File: config.mk
export PLATFORM = sky130hd
export DESIGN_NAME = rf_access_ctrl
export DESIGN_NICKNAME = d
export VERILOG_FILES = /design/src/rtl/rf_ctrl_pkg.sv /design/src/rtl/rf_ctrl_alu.sv /design/src/rtl/rf_access_ctrl.sv
export SDC_FILE = /design/constraint.sdc
export NUM_CORES = 1
export LEC_CHECK = 0
export BUFFER_PORTS_ARGS = -buffer_cell sky130_fd_sc_hd__buf_2
export CORE_ASPECT_RATIO = 0.75
export CORE_MARGIN = 1
export CORE_UTILIZATION = 49
export DETAILED_ROUTE_END_ITERATION = 12
export PLACE_DENSITY = 0.7
export SLEW_MARGIN = 25
export SYNTH_ARGS = -nofsm -noshare
export SYNTH_HDL_FRONTEND = slang
export SYNTH_SLANG_ARGS = --single-unit
File: constraint.sdc
create_clock -name clk -period 6.45 [get_ports clk]
set_clock_uncertainty 0.2 [all_clocks]
set_input_delay 1.29 -clock clk [delete_from_list [all_inputs] [get_ports clk]]
set_output_delay 1.29 -clock clk [all_outputs]
set_load 0.01 [all_outputs]
File: src/rtl/rf_ctrl_pkg.sv
// rf_ctrl_pkg: shared definitions for the register-file access sequencer.
// Holds the command opcode encoding, the sequencer state encoding, default
// widths and a small helper that classifies read-only commands.
package rf_ctrl_pkg;

  localparam int DW_DEF = 16;  // data width, matches register file word
  localparam int AW_DEF = 4;   // register address width (16 registers)

  typedef enum logic [2:0] {
    OP_ADD  = 3'd0,
    OP_SUB  = 3'd1,
    OP_AND  = 3'd2,
    OP_OR   = 3'd3,
    OP_MOVE = 3'd4,
    OP_SWAP = 3'd5,
    OP_READ = 3'd6,
    OP_RSVD = 3'd7
  } op_e;

  typedef enum logic [2:0] {
    S_IDLE = 3'd0,
    S_READ = 3'd1,
    S_EXEC = 3'd2,
    S_WB   = 3'd3,
    S_WB2  = 3'd4,
    S_RESP = 3'd5
  } state_e;

  // The reserved opcode behaves exactly like READ: no write-back.
  function automatic logic is_read_op(input op_e op);
    return (op == OP_READ) || (op == OP_RSVD);
  endfunction

endpackage

File: src/rtl/rf_ctrl_alu.sv
// rf_ctrl_alu: combinational result unit for the register-file sequencer.
// Ports:
//   op    in  operation code (op_e)
//   a, b  in  operands (a from address 1, b from address 2)
//   r     out result word, modulo 2^DW
//   carry out carry of ADD / no-borrow of SUB; 0 for all other ops
module rf_ctrl_alu
  import rf_ctrl_pkg::*;
#(
  parameter int DW = DW_DEF
) (
  input  op_e           op,
  input  logic [DW-1:0] a,
  input  logic [DW-1:0] b,
  output logic [DW-1:0] r,
  output logic          carry
);

  logic [DW:0] sum;
  logic [DW:0] diff;

  assign sum  = {1'b0, a} + {1'b0, b};
  // Two's-complement subtract: the top bit is 1 when no borrow occurred.
  assign diff = {1'b0, a} + {1'b0, ~b} + {{DW{1'b0}}, 1'b1};

  // NOTE: every output gets a default before the case so no latch is inferred.
  always_comb begin
    r     = a;
    carry = 1'b0;
    case (op)
      OP_ADD:  {carry, r} = sum;
      OP_SUB:  {carry, r} = diff;
      OP_AND:  r = a & b;
      OP_OR:   r = a | b;
      OP_MOVE: r = b;
      OP_SWAP: r = b;
      default: r = a;  // READ and reserved
    endcase
  end

endmodule

File: src/rtl/rf_access_ctrl.sv
// rf_access_ctrl: multi-cycle sequencer driving the 16x16 register file.
// Accepts one command over cmd_valid/cmd_ready, reads two operands, computes a
// result, writes it back through the single write port (write address shares
// rf_readReg1) and returns it over rsp_valid/rsp_ready.
// Ports:
//   clk, reset                 clock, synchronous active-high reset
//   cmd_valid/cmd_ready        command handshake (ready only in IDLE)
//   cmd_op, cmd_rd, cmd_rs     operation, first/destination reg, second reg
//   rsp_valid/rsp_ready        response handshake, held until accepted
//   rsp_data, rsp_carry        result word and ADD/SUB carry
//   rf_readReg1, rf_readReg2   register file addresses (readReg1 also writes)
//   rf_op1, rf_op2             register file combinational read data
//   rf_wrData, rf_RegWrite     register file write data and enable
module rf_access_ctrl
  import rf_ctrl_pkg::*;
#(
  parameter int DW = DW_DEF,
  parameter int AW = AW_DEF
) (
  input  logic          clk,
  input  logic          reset,
  input  logic          cmd_valid,
  output logic          cmd_ready,
  input  logic [2:0]    cmd_op,
  input  logic [AW-1:0] cmd_rd,
  input  logic [AW-1:0] cmd_rs,
  output logic          rsp_valid,
  input  logic          rsp_ready,
  output logic [DW-1:0] rsp_data,
  output logic          rsp_carry,
  output logic [AW-1:0] rf_readReg1,
  output logic [AW-1:0] rf_readReg2,
  input  logic [DW-1:0] rf_op1,
  input  logic [DW-1:0] rf_op2,
  output logic [DW-1:0] rf_wrData,
  output logic          rf_RegWrite
);

  state_e        state_q, state_d;
  op_e           op_q;
  logic [AW-1:0] rd_q, rs_q;
  logic [DW-1:0] a_q, b_q, r_q;
  logic          carry_q;

  logic [DW-1:0] alu_r;
  logic          alu_carry;

  rf_ctrl_alu #(.DW(DW)) u_alu (
    .op    (op_q),
    .a     (a_q),
    .b     (b_q),
    .r     (alu_r),
    .carry (alu_carry)
  );

  // NOTE: sequential state uses non-blocking assignments so every register
  // samples the pre-edge values regardless of statement order.
  always_ff @(posedge clk) begin
    if (reset) begin
      state_q <= S_IDLE;
      r_q     <= '0;
      carry_q <= 1'b0;
    end else begin
      state_q <= state_d;
      if (state_q == S_EXEC) begin
        r_q     <= alu_r;
        carry_q <= alu_carry;
      end
    end
  end

  // NOTE: command fields and operands carry no reset; they are always loaded
  // before any state reads them, so resetting them would only add logic.
  always_ff @(posedge clk) begin
    if (state_q == S_IDLE && cmd_valid) begin
      op_q <= op_e'(cmd_op);
      rd_q <= cmd_rd;
      rs_q <= cmd_rs;
    end
    if (state_q == S_READ) begin
      a_q <= rf_op1;
      b_q <= rf_op2;
    end
  end

  always_comb begin
    state_d     = state_q;
    cmd_ready   = 1'b0;
    rsp_valid   = 1'b0;
    rsp_data    = '0;
    rsp_carry   = 1'b0;
    rf_readReg1 = '0;
    rf_readReg2 = '0;
    rf_wrData   = '0;
    rf_RegWrite = 1'b0;

    case (state_q)
      S_IDLE: begin
        cmd_ready = 1'b1;
        if (cmd_valid) state_d = S_READ;
      end
      S_READ: begin
        rf_readReg1 = rd_q;
        rf_readReg2 = rs_q;
        state_d     = S_EXEC;
      end
      S_EXEC: begin
        state_d = is_read_op(op_q) ? S_RESP : S_WB;
      end
      S_WB: begin
        rf_readReg1 = rd_q;
        rf_wrData   = r_q;
        // Gated so that a reset landing mid write-back never commits a write.
        rf_RegWrite = !reset;
        state_d     = (op_q == OP_SWAP) ? S_WB2 : S_RESP;
      end
      S_WB2: begin
        // Second half of SWAP: the original first operand goes to rs.
        rf_readReg1 = rs_q;
        rf_wrData   = a_q;
        rf_RegWrite = !reset;
        state_d     = S_RESP;
      end
      S_RESP: begin
        rsp_valid = 1'b1;
        rsp_data  = r_q;
        rsp_carry = carry_q;
        if (rsp_ready) state_d = S_IDLE;
      end
      default: state_d = S_IDLE;
    endcase
  end

endmodule

==> flow_summary.toml, run 1 <==
[run_status]
status = "completed"

[clocking]
cts_resized = 0
post-cts-setup-buffers = 0
tritoncts = "yes"
cts.reportedPaths.clkPinSlew_ns = 0.06
cts.sinks = 63
clockBufferDepth = 2
hold_buffers = 0
cts-root-buf = "clkbuf_16"
cts-htree-levels = 3
cts_buffers = 9
clock_latency_ns = 0.35

[setup_path]
cp_max_fo = 17
critPathSlowestCell = "and2_1"
cp-end-kind = "output pin"
cp_cell_sequence = "nor2_1 > and2_1 > a22o_1 > buf_2"
startpoint_type = "flop"
cpPeakStageDelay_ns = 0.77
cp.buffers_inverters = 1
cp_top_family = "simple AND/OR/NAND/NOR gates"
crit_arrival_ns = 2.22
worst-setup-path-type = "flop to output pin"
worstPathRequired_ns = 4.96

[final_layout]
seq_area_mm2 = 0.00169
nets = 707
drive_gt1_share_pct = 21.0
multi_input_area_mm2 = 0.00280
syn2layout_area_growth_pct = 18.7
antenna_cells = 0
fill_cells = 785

[detailed_routing]
drt_wl_total_mm = 12.9
dr.first_iter.drc_count = 416
dr.pass1.iters = 5
vias = 4267
drcViolationCount = 0
avgRoutedWirePerCell_um = 17.4
postRouteAntennaNets = 0
viasPerCell = 5.76

[global_routing]
antenna_found_initial = 0
grt_pass1_wl_mm = 20.2
track_usage_pct = 26.3
overflow = 0
grt_pass1_vias = 3979
grt_max_degree = 53

[placed_design]
io_buffers = 90
place.gp.congestion = 0.904
hpwl_mm = 8.70

[power]
p_per_area_mw_per_mm2 = 287
ir_worst_vdd_mv = 0.175
leakagePower_nw = 2.56
power_mw = 1.63

[synthesis]
netlist.area_leader.share_pct = 27.0
syn_inst = 531
syn-num-nets = 630
synth_warnings = 0
async_flop_share_pct = 0
synth_top_area_cell = "edfxtp_1"
seq_area_frac_synth_pct = 35.3
synthTopCellsByCount = "ha_1, inv_1, nor2_1, edfxtp_1, a21oi_1"
synthTopCellsByArea = "edfxtp_1, ha_1, dfxtp_1"
syn_area_per_cell_um2 = 9.02
synth_edf_count = 43
synthFlopType = "edfxtp_1"
ys_types = 61
synth_area_mm2 = 0.00479
synth-seq-cells = 63

[die]
coreArea_mm2 = 0.00927
dieHeight_um = 87.6
initial_utilization_pct = 51.7
pin_count = 91
die_area_mm2 = 0.0102
fp.dieW_um = 116
std_cell_rows = 30

[flow_run]
cap_violations = 0

[timing]
tns_ns = 0
hold_viol_final = 0
tightestPinTransition_ns = 0.902
maxSlewViolCount = 0
period_minus_slack_ns = 3.71
relSlewSlack_pct = 39.9
max_freq_ghz = 0.269
rsz0062_at_grt = "no"
setup_violations = 0
fin_crit_sh_pct = 57.6

[min_path]
hold_class = "flop to flop"
[flip-flops by register name, summed over array words and instances, names as in the netlist]
register  flops
a_q          16
b_q          16
r_q          16
rd_q          4
rs_q          4
op_q          3
state_q       3
carry_q       1
[through the flow]
| step | utilization [%] | cell area, um^2 | std cells | worst slack, ns | hold slack [ns] |
|---|---|---|---|---|---|
| after floorplan | - | 4790 | 531 | 1.41 | 0.244 |
| after CTS | 60.9 | 5650 | 739 | 2.76 | 0.279 |
| final | 61.3 | 5690 | 741 | 2.74 | 0.277 |
| after global routing | 61.3 | 5690 | 741 | 2.64 | 0.321 |
| after detailed placement | 57.4 | 5320 | 723 | 2.97 | 0.270 |
| after global placement | 57.4 | 5320 | 723 | 2.96 | 0.264 |
[worst register-to-register path, stage by stage (launching register included)]
cell and delay, ns:
edfxtp_1 0.43, ha_1 0.28, fa_1 0.42, a21o_1 0.21
a221o_1 0.41, a2111oi_2 0.36, nor3_2 0.14, a31oi_4 0.23
o2111a_1 0.20, nor2_1 0.06, o31ai_2 0.20
[logic make-up (layout without fill, tap and decap cells)]
group | Yosys count | count (layout) | synth area share [%]
AO/OA/AOI/OAI | 153 | 153 | 22.1
buffers and inverters | 80 | 162 | 6.27
flip-flops | 63 | 63 | 35.3
XOR/XNOR | 11 | 11 | 2.01
AND/OR/NAND/NOR | 162 | 162 | 16.7
multiplexers | 10 | 10 | 3.66
adder cells (fa/ha/maj) | 52 | 52 | 13.9
[routing by layer]
layer | global-route usage, % | share of wire (%) | up-vias
met5 | 0 | 0 | -
met4 | 8.04 | 1.6 | 0
met3 | 5.54 | 7.5 | 28
met2 | 41.4 | 44 | 175
met1 | 36.4 | 47 | 2005
li1 | - | - | 2059
[path summary, 6_finish.rpt]
check	startpoint	to	slack [ns]	cells past startpoint
worst max register to register	a_q[0]	r_q[14]	3.24	10
worst min register to register	r_q[1]	r_q[1]	0.28	2
worst min-delay path	r_q[1]	r_q[1]	0.28	2
worst max-delay path	state_q[0]	rf_wrData[3]	2.74	4
[placed cells by master (no fill, tap or decap), types with 11 or more instances in the layout]
cell type / instances
buf_2: 90
inv_1: 50
ha_1: 50
nor2_1: 48
edfxtp_1: 43
a21oi_1: 41
nand2_1: 33
o21ai_0: 30
and2_1: 25
dfxtp_1: 20
a22o_1: 16
nor3_1: 14
xnor2_1: 11
[layout make-up]
class | count | share of cell area (%)
flip-flops and latches | 63 | 29.7
repair buffers | 95 | 9.00
well taps | 128 | 2.82
clock inverters | 7 | 1.83
clock buffers | 9 | 3.96
multi-input cells | 388 | 49.3
inverters | 51 | 3.37
[report_power, final]
group	switching [mW]	total, mW	internal (mW)	leakage, nW
Clock	0.206	0.549	0.343	0.161
Sequential	0.0539	0.549	0.495	0.565
Combinational	0.318	0.538	0.220	1.84
Total	0.577	1.63	1.06	2.56
Power figures use the tool's default switching activity.
==> inputs of run 2 (changes only) <==
PLACE_DENSITY = 0.73   (was 0.7)
clock period = 3.4 ns   (was 6.45 ns; I/O delays follow)
==> run 2 against run 1 <==
Effect of this change:
- register-to-register slack lost 3.0 ns
- sequential power grew 93%
- cell count grew 0.81%
- setup slack lost 2.5 ns
- largest cell class unchanged
- non-clock buffer count grew 6
- power grew 89%
- combinational power grew 86%
- critical endpoint is now r_q[14]
- global-route usage grew 0.99 points
- flip-flop and latch count is the same
- routed wire length is essentially flat
- critical path type is now flop to flop
- clock power grew 86%
- count of clock-buffer cells in the layout is the same
==> flow_summary.toml, run 2 (same netlist as run 1, synthesis figures left out) <==
[run_status]
status = "completed"

[final_layout]
mostFrequentLayoutCell = "buf_2"
top_regs = "a_q: 16 flops, b_q: 16 flops, r_q: 16 flops"
fill_cells = 834
syn2layout_area_growth_pct = 19.3
final_cell_mix = "buf_2, inv_1, ha_1, nor2_1, edfxtp_1"
nets = 713
antenna_cells = 0
fin_area_mm2 = 0.00572
drive_gt1_share_pct = 21.8

[power]
ir_worst_vdd_mv = 0.333
p_per_area_mw_per_mm2 = 539
p_seq_share_pct = 34.3
combPwrFrac_pct = 32.6
p_sw_mw = 1.07
power.internal_mw = 2.01
switching_share_pct = 34.8
power_mw = 3.08
leakagePower_nw = 2.58
clkPwrFrac_pct = 33.1

[timing]
setup_ws_ns = 0.259
hold_viol_final = 0
relSlewSlack_pct = 35.8
period_minus_slack_ns = 3.14
tightestPinTransition_ns = 0.962
maxSlewViolCount = 0
tns_ns = 0
max_freq_ghz = 0.318
rsz0062_at_grt = "no"
whs_ns = 0.276
fin_crit_sh_pct = 92.4
setup_violations = 0

[clocking]
cts-root-buf = "clkbuf_16"
cts_buffers = 9
cts.sinks = 63
tritoncts = "yes"
cts_resized = 0
clockBufferDepth = 2
clock_latency_ns = 0.34
cts-htree-levels = 3
cts.reportedPaths.clkPinSlew_ns = 0.06
hold_buffers = 0
post-cts-setup-buffers = 0

[setup_path]
worstPathRequired_ns = 3.46
rr_endpoint = "r_q[14]"
rr_startpoint = "a_q[0]"
crit_arrival_ns = 3.20
startpoint_type = "flop"
cp-end-kind = "flop"
r2r_cells = 10
worst-setup-path-type = "flop to flop"
regToRegSetupSlack_ns = 0.26
cp_max_fo = 4

[detailed_routing]
drcViolationCount = 0
vias = 4277
viasPerCell = 5.73
drt_wl_total_mm = 12.9
dr.first_iter.drc_count = 326
dr.pass1.iters = 4
avgRoutedWirePerCell_um = 17.2
postRouteAntennaNets = 0

[flow_run]
cap_violations = 0

[min_path]
hold_depth = 2
worstHoldStart = "r_q[6]"
hold_class = "flop to flop"
hold_end = "r_q[6]"

[placed_design]
placed_cell_area_mm2 = 0.00539
place_ws_ns = 0.306
place.gp.congestion = 0.902
hpwl_mm = 9.20
io_buffers = 90

[global_routing]
overflow = 0
grt_pass1_vias = 4188
grt_max_degree = 28
track_usage_pct = 27.3
antenna_found_initial = 0
grt_pass1_wl_mm = 20.9

[die]
std_cell_rows = 30
coreArea_mm2 = 0.00927
fp.dieW_um = 116
dieHeight_um = 87.6
pin_count = 91
initial_utilization_pct = 51.7
die_area_mm2 = 0.0102
-- run 2: worst max-delay path by stage --
stage / from / to / slack [ns] / depth (start not counted)
2_1_floorplan: state_q[0] / rf_readReg2[0] / 0.22 / 3
3_3_place_gp: a_q[0] / r_q[14] / 0.34 / 10
3_5_place_dp: a_q[0] / r_q[14] / 0.31 / 10
4_1_cts: a_q[0] / r_q[14] / 0.27 / 10
5_1_grt: a_q[0] / r_q[14] / 0.08 / 12
6_report: a_q[0] / r_q[14] / 0.26 / 10
-- run 2: stage by stage --
stage | cells | utilization, %
2_1_floorplan | 531 | -
4_1_cts | 747 | 61.6
3_5_place_dp | 731 | 58.1
5_1_grt | 747 | 61.6
3_3_place_gp | 731 | 58.1
6_report | 747 | 61.6
-- run 2: power groups by stage --
stage          Sequential (mW)  Combinational, mW  Clock, mW
4_1_cts                   1.05              0.996       1.04
6_report                  1.06               1.00       1.02
3_3_place_gp              1.06              0.963          0
5_1_grt                   1.07               1.12       1.07
3_5_place_dp              1.07              0.984          0
2_1_floorplan             1.01              0.758          0
-- run 2: cell type report --
| class | instances | area (um^2) | share of cell area, % |
|---|---|---|---|
| clock inverters | 7 | 104 | 1.82 |
| multi-input cells | 388 | 2810 | 49.2 |
| well taps | 128 | 160 | 2.80 |
| flip-flops and latches | 63 | 1690 | 29.6 |
| repair buffers | 101 | 533 | 9.33 |
| inverters | 51 | 191 | 3.35 |
| clock buffers | 9 | 225 | 3.94 |
-- run 2: worst max-delay path, stage by stage (launching register included) --
cell and delay, ns:
edfxtp_1 0.43, ha_1 0.27, fa_1 0.40, a21o_1 0.20
a221o_1 0.40, a2111oi_2 0.36, nor3_2 0.13, a31oi_4 0.22
o2111a_1 0.19, nor2_1 0.06, o31ai_2 0.20
-- run 2: per-layer routing --
metal / wire length (um) / global-route usage, % / share of wire [%] / up-vias
li1: - / - / - / 2064
met2: 5940 / 44.3 / 46 / 160
met4: 191 / 8.39 / 1.5 / 0
met1: 5930 / 36.2 / 46 / 2035
met3: 823 / 6.44 / 6.4 / 18
met5: 0 / 0 / 0 / -
